### config.mk
export PLATFORM = sky130hd
export DESIGN_NAME = clkgen_div
export DESIGN_NICKNAME = d
export VERILOG_FILES = /design/src/rtl/clkgen_pkg.sv /design/src/rtl/clkgen_div_ch.sv /design/src/rtl/clkgen_div.sv
export SDC_FILE = /design/constraint.sdc
export NUM_CORES = 1
export LEC_CHECK = 0
export CORE_MARGIN = 3
export CORE_UTILIZATION = 40
export DETAILED_ROUTE_END_ITERATION = 16
export PLACE_DENSITY = 0.61
export SLEW_MARGIN = 40
export SYNTH_ARGS = -nofsm -noshare
export SYNTH_HDL_FRONTEND = slang
export SYNTH_SLANG_ARGS = --single-unit
### constraint.sdc
create_clock -name clk_in -period 2.4 [get_ports clk_in]
set_input_delay 0.36 -clock clk_in [delete_from_list [all_inputs] [get_ports clk_in]]
set_output_delay 0.36 -clock clk_in [all_outputs]
set_load 0.05 [all_outputs]
### src/rtl/clkgen_pkg.sv
// clkgen_pkg: shared divisor type, minimum divisor and clamp helper for clkgen_div.
// Latency: n/a (package). Backpressure: n/a.
// Ports: none.
package clkgen_pkg;

  parameter int DIV_W = 8;
  typedef logic [DIV_W-1:0] div_t;

  localparam int DIV_MIN = 2;

  // Divisors below DIV_MIN cannot form a low and a high phase, so they are raised to DIV_MIN.
  function automatic logic [31:0] div_clamp(input logic [31:0] v);
    return (v < 32'(DIV_MIN)) ? 32'(DIV_MIN) : v;
  endfunction

endpackage

### src/rtl/clkgen_div_ch.sv
// clkgen_div_ch: one divided-clock channel with shadowed divisor, tick strobe and reset output.
// Latency: all outputs registered, one clk_in cycle from inputs. Backpressure: none, free running.
// Ports: clk_in/rst_in (sync, active-high), en, div_in/div_ld (shadow load), sync_in (only with
//        CLKGEN_SYNC_EN), clk_out, tick, rst_out, div_cur (clamped active divisor).
module clkgen_div_ch
  import clkgen_pkg::*;
#(
  parameter int W       = 8,
  parameter int DIV_RST = 4,
  parameter int RST_CYC = 2
) (
  input  logic         clk_in,
  input  logic         rst_in,
  input  logic         en,
  input  logic [W-1:0] div_in,
  input  logic         div_ld,
`ifdef CLKGEN_SYNC_EN
  input  logic         sync_in,
`endif
  output logic         clk_out,
  output logic         tick,
  output logic         rst_out,
  output logic [W-1:0] div_cur
);

  localparam int            EW       = $clog2(RST_CYC + 1);
  localparam logic [EW-1:0] ECNT_MAX = EW'(RST_CYC);

  logic [W-1:0]  cnt_q, cnt_d;
  logic [W-1:0]  act_q, act_d;
  logic [W-1:0]  shd_q, shd_d;
  logic          pend_q, pend_d;
  logic [EW-1:0] ecnt_q, ecnt_d;
  logic          clk_q, clk_d;
  logic          tick_q, tick_d;
  logic          rst_q, rst_d;
  logic          boundary;

  // Low phase is ceil(N/2) cycles; computed one bit wider so N = 2**W-1 cannot overflow.
  logic [W:0] lo_len;
  logic       wrap;
  logic       rise;

  assign lo_len = ({1'b0, act_q} + 1'b1) >> 1;
  assign wrap   = (cnt_q == act_q - 1'b1);
  assign rise   = ({1'b0, cnt_q} == lo_len - 1'b1);

  always_comb begin
    cnt_d    = cnt_q;
    act_d    = act_q;
    shd_d    = shd_q;
    pend_d   = pend_q;
    ecnt_d   = ecnt_q;
    clk_d    = clk_q;
    tick_d   = 1'b0;
    rst_d    = rst_q;
    boundary = 1'b0;

    if (div_ld) begin
      shd_d  = div_in;
      pend_d = 1'b1;
    end

    if (!en) begin
      cnt_d    = '0;
      clk_d    = 1'b0;
      rst_d    = 1'b1;
      ecnt_d   = '0;
      boundary = 1'b1;
    end
`ifdef CLKGEN_SYNC_EN
    else if (sync_in) begin
      // Phase restart: reset output and edge count are deliberately left alone.
      cnt_d    = '0;
      clk_d    = 1'b0;
      boundary = 1'b1;
    end
`endif
    else if (wrap) begin
      cnt_d    = '0;
      clk_d    = 1'b0;
      boundary = 1'b1;
    end else begin
      cnt_d = cnt_q + 1'b1;
      if (rise) begin
        clk_d  = 1'b1;
        tick_d = 1'b1;
        if (ecnt_q != ECNT_MAX) begin
          ecnt_d = ecnt_q + 1'b1;
        end
        if (ecnt_d == ECNT_MAX) begin
          rst_d = 1'b0;
        end
      end
    end

    // A load arriving on the boundary cycle bypasses the shadow so it lands on this boundary.
    if (boundary && (div_ld || pend_q)) begin
      act_d  = W'(div_clamp(32'(div_ld ? div_in : shd_q)));
      pend_d = 1'b0;
    end
  end

  always_ff @(posedge clk_in) begin
    if (rst_in) begin
      cnt_q  <= '0;
      act_q  <= W'(div_clamp(32'(DIV_RST)));
      shd_q  <= W'(DIV_RST);
      pend_q <= 1'b0;
      ecnt_q <= '0;
      clk_q  <= 1'b0;
      tick_q <= 1'b0;
      rst_q  <= 1'b1;
    end else begin
      cnt_q  <= cnt_d;
      act_q  <= act_d;
      shd_q  <= shd_d;
      pend_q <= pend_d;
      ecnt_q <= ecnt_d;
      clk_q  <= clk_d;
      tick_q <= tick_d;
      rst_q  <= rst_d;
    end
  end

  assign clk_out = clk_q;
  assign tick    = tick_q;
  assign rst_out = rst_q;
  assign div_cur = act_q;

endmodule

### src/rtl/clkgen_div.sv
// clkgen_div: NCH independent programmable clock dividers off clk_in, with ticks and resets.
// Latency: all outputs registered, one clk_in cycle. Backpressure: none, free running.
// Ports: clk_in, rst_in (sync, active-high), en[NCH], div_in[NCH*W], div_ld[NCH],
//        sync_in (present only when CLKGEN_SYNC_EN is defined), clk_out/tick/rst_out[NCH],
//        div_cur[NCH*W]. Channel i uses bit i and bus slice [i*W +: W].
module clkgen_div
  import clkgen_pkg::*;
#(
  parameter int NCH     = 2,
  parameter int W       = 8,
  parameter int DIV_RST = 4,
  parameter int RST_CYC = 2
) (
  input  logic             clk_in,
  input  logic             rst_in,
  input  logic [NCH-1:0]   en,
  input  logic [NCH*W-1:0] div_in,
  input  logic [NCH-1:0]   div_ld,
`ifdef CLKGEN_SYNC_EN
  input  logic             sync_in,
`endif
  output logic [NCH-1:0]   clk_out,
  output logic [NCH-1:0]   tick,
  output logic [NCH-1:0]   rst_out,
  output logic [NCH*W-1:0] div_cur
);

  for (genvar i = 0; i < NCH; i++) begin : g_ch
    clkgen_div_ch #(
      .W       (W),
      .DIV_RST (DIV_RST),
      .RST_CYC (RST_CYC)
    ) u_ch (
      .clk_in  (clk_in),
      .rst_in  (rst_in),
      .en      (en[i]),
      .div_in  (div_in[i*W +: W]),
      .div_ld  (div_ld[i]),
`ifdef CLKGEN_SYNC_EN
      .sync_in (sync_in),
`endif
      .clk_out (clk_out[i]),
      .tick    (tick[i]),
      .rst_out (rst_out[i]),
      .div_cur (div_cur[i*W +: W])
    );
  end

endmodule

==> results.md <==
| Step | Parameter | This run |
|---|---|---|
| status | Run status | finished with violations |
| status | Violations in the final reports | setup timing |
| sta | Setup repair after global routing missed its margin | true |
| die | Die ar. | 0.0107 mm2 |
| place | Routability congestion estimate from global placement | 0.820 |
| setup path | Worst-path cell chain | buf_12 -> nor4_4 -> nand3_2 -> or4_4 -> a311o_2 -> a21oi_4 -> buf_12 -> mux2i_1 -> nand2_1 |
| setup path | Cell repeated most along the worst path | sky130_fd_sc_hd__buf_12 |
| cts | Clock tree sinks | 60 |
| setup path | Slowest cell on the critical path | sky130_fd_sc_hd__or4_4 |
| drt | Vias after detailed routing | 3,470 |
| synthesis | Post-synth cell types | 62 |
| pwr | Overall power | 0.00290 W |
| drt | Total iterations of the first detailed-routing run | 5 |
| place | Count of buffers inserted at the top-level ports | 43 |
| synthesis | Fraction of post-synthesis cell area in the top cell type by area | 31.5% |
| die | I/O pin cnt | 44 |
| setup path | Crit Path Max Fanout | 7 |
| final layout | Utilization after layout | 58.7% |
| sta | Clock Skews | 0.00763 ns |
| synthesis | Share of the yosys chip area belonging to registers | 31.5% |
| die | Core footprint | 0.00898 mm2 |
| cts | Maximum buffer depth of the clock tree | 2 |
| worst hold path | Endpoint of the worst hold-timing path | g_ch[1].u_ch.clk_out |
| sta | Minimum clock period after layout | 2.43 ns |
| setup path | Start point of the critical path | g_ch[1].u_ch.div_cur[0] |
| setup path | Worst setup slack for register-to-register paths | -0.03 ns |
| global routing | Maximum number of pins on one net before global-route repair | 28 |
| final layout | Net count of the finished layout | 567 |
| sta | Total of endpoints with negative setup slack in the final report | 3 |
| cts | Number of buffers added by the clock tree synthesis step | 9 |
| drt | Via/cell ratio | 5.21 |
| place | Number of placed instances, taps included | 640 |
| setup path | End of the worst register-to-register path | g_ch[1].u_ch.div_cur[2] |
| setup path | Endpoint required time on the critical path | 2.61 ns |
| global routing | GRT overflow | 0 |
| worst hold path | Depth of the worst hold-timing path | 2 |
| synthesis | Number of enable-type register cells in the synthesized netlist | 0 |
| die | Initial core utilization | 42.5% |
| drt | Violation count after the first detailed-routing iteration | 130 |
| synthesis | Synthesis-stage register bit count | 60 |
| final layout | Ant. Diodes | 0 |
| pwr | PwrDens | 551 mW/mm2 |
| sta | Highest attainable clock frequency | 0.411 GHz |
| setup path | Endpoint kind of the worst setup timing path | flop |
| synthesis | Count of synthesis-stage warnings from yosys | 0 |
| cts | CTS tree | built |
| cts | H-tree depth reported by CTS | 3 |
| pwr | Leakage | 1.99 nW |
| setup path | Buffers & Inverters on Critical Path | 2 |
| sta | Final Hold Fails | 0 |
| synthesis | Mapped Avg Cell Area | 8.34 um2 |
| worst hold path | Hold WC Path Type | reg -> reg |
| global routing | Antenna violations before repair | 0 |
| synthesis | Total standard cell area after synthesis | 0.00381 mm2 |
| cts | Number of buffers inserted for hold repair after clock tree synthesis | 0 |
| drt | Total DRC errors in the routed layout | 0 |
| die | Die extent in y | 104 um |
| synthesis | Synth area leader | sky130_fd_sc_hd__dfxtp_1 |
| final layout | Number of standard cells in the final layout excluding fillers | 666 |
| drt | Wire per inst | 14.6 um |
| setup path | Origin of the critical flop-to-flop path | g_ch[1].u_ch.div_cur[0] |
| synthesis | Synthesized Nets | 489 |
| sta | Fin Hold WS | 0.451 ns |
| final layout | Proportion of layout cells with a drive suffix above 1 | 27.0% |
| global routing | Number of global-route vias before repair | 3,237 |
| die | Placement Rows | 34 |
| sta | Crit share post-route | 101% |
| drt | Final wirelength | 9710 um |
| final layout | Growth of design area from synthesis to finish | 38.3% |
| global routing | First-pass GRT wire length | 15,600 um |
| synthesis | Post-synth top flop | sky130_fd_sc_hd__dfxtp_1 |
| cts | Clk Latency, worst-skew pair | 0.33 ns |
| worst hold path | Startpoint of the tightest hold check path | g_ch[1].u_ch.clk_out |
| setup path | Startpoint Class | flop |
| setup path | Data arrival, critical path | 2.64 ns |
| synthesis | Count of mapped cells out of synthesis | 457 |
| synthesis | Fraction of registers with async set/reset | 0% |
| drt | Post-route antenna net violation count | 0 |
| setup path | Start-to-end type of the worst setup path | reg -> reg |
| global routing | Global-route usage over all layers | 17.3% |
| synthesis | Cell types with the largest area share after synthesis | sky130_fd_sc_hd__dfxtp_1 32%, sky130_fd_sc_hd__xnor2_1 10%, sky130_fd_sc_hd__nor2_1 5.3% |
| die | Chip Width | 104 um |
| setup path | Worst reg2reg path depth | 9 |
| job | Max capacitance violation total | 0 |
| sta | Slew @ Worst Pin | 0.538 ns |
| cts | Clock root buffer | sky130_fd_sc_hd__clkbuf_8 |
| sta | Max-slew violation count | 0 |
| sta | Final WS setup | -0.0312 ns |
| sta | Slew headroom | 63.9% |
| setup path | Slowest Stage Delay on Critical Path | 0.42 ns |
| pwr | Worst IR drop on VDD | 0.000404 V |
| setup path | Family with the most delay on the worst path | simple AND/OR/NAND/NOR gates |
| cts | Clock-pin transition on the worst setup and hold timing paths | 0.07 ns |
| place | DPL Wire Length | 7250 um |
-- worst min-delay path, stage by stage (launching register included) --
cell	delay, ns
sky130_fd_sc_hd__dfxtp_1	0.31
sky130_fd_sc_hd__inv_1	0.04
sky130_fd_sc_hd__a21oi_1	0.05
-- per-stage QoR --
step / TNS [ns] / worst slack (ns) / instance area (um2)
after floorplan: -0.0267 / -0.0252 / 3920
after global placement: -0.0159 / -0.0159 / 4670
after detailed placement: -0.0949 / -0.0466 / 4670
after CTS: -0.0201 / -0.0201 / 4910
after global routing: -1.04 / -0.131 / 5270
final: -0.0498 / -0.0312 / 5270
-- cells in the final DEF, fill, tap and decap left out, drive strengths merged, types with 10 or more instances in the layout --
cell type	count
a21oi	19
and3	12
buf	57
clkbuf	11
clkdlybuf4s50	43
dfxtp	60
ha	10
inv	18
mux2i	18
nand2	29
nand3	20
nand4	10
nor2	54
nor3	10
o21ai	11
xnor2	44
xor2	19
-- cell usage after synthesis, drive strengths merged (6+ instances only) --
master and instances:
nand2 29, or3 6, nand4 10, xor2 19
or2 7, dfxtp 60, mux2i 18, a211oi 7
o21ai 11, nor2 54, and3 12, clkbuf 15
xnor2 44, ha 10, a21oi 19, buf 18
inv 17, nor3 10, nand3 20, nor4 8
-- metal layers --
layer  vias up  wire [um]  GRT usage (%)
met5         -          0              0
li1       1758          -              -
met1      1641       4650           24.1
met4         0         34           4.08
met2        69       4610           27.9
met3         2        419           3.17
-- cell families after synthesis --
logic type / after synthesis / share of synthesized area (%)
adders and majority gates: 10 / 3.28
AOI/OAI and AO/OA: 77 / 14.5
muxes: 19 / 5.02
DFF: 60 / 31.5
buffers and inverters: 51 / 6.50
xor gates and xnor gates: 65 / 15.7
and+or+nand+nor: 175 / 23.5
-- worst max-delay path by stage --
stage	slack [ns]	depth (start not counted)	endpoint
floorplan	-0.03	12	g_ch[1].u_ch.clk_out
global placement	-0.02	10	g_ch[1].u_ch.clk_out
detailed placement	-0.05	10	g_ch[1].u_ch.clk_out
CTS	-0.02	10	g_ch[1].u_ch.clk_out
global route	-0.13	11	g_ch[1].u_ch.ecnt_q[0]
finish	-0.03	9	g_ch[1].u_ch.div_cur[2]
-- state kept, by name, indices dropped and copies added (netlist names) --
name	flops
g_ch.u_ch.cnt_q	16
g_ch.u_ch.tick	2
g_ch.u_ch.ecnt_q	4
g_ch.u_ch.pend_q	2
g_ch.u_ch.rst_out	2
g_ch.u_ch.shd_q	16
g_ch.u_ch.div_cur	16
g_ch.u_ch.clk_out	2
-- layout make-up --
type / count / area [um2]
sequential: 60 / 1230
clock buffer: 11 / 174
inverter: 18 / 67.6
multi-input combinational: 346 / 2690
fill: 802 / 3700
timing repair buffer: 100 / 911
tap: 126 / 158
clock inverter: 5 / 40.0
-- where the power goes --
group / switching, W / total, W / internal [W]
clock network: 0.000424 / 0.000932 / 0.000508
registers: 0.0000666 / 0.00111 / 0.00105
logic: 0.000456 / 0.000860 / 0.000404
total: 0.000946 / 0.00290 / 0.00196
-- repair_timing --
item                       CTS  global route
hold endpoints to repair     0             0
setup endpoints to repair   12            31
buffers inserted             0            10
resized for setup            6            55
pin swaps                    1            19
Note: power is estimated with default switching activity, not from simulation.
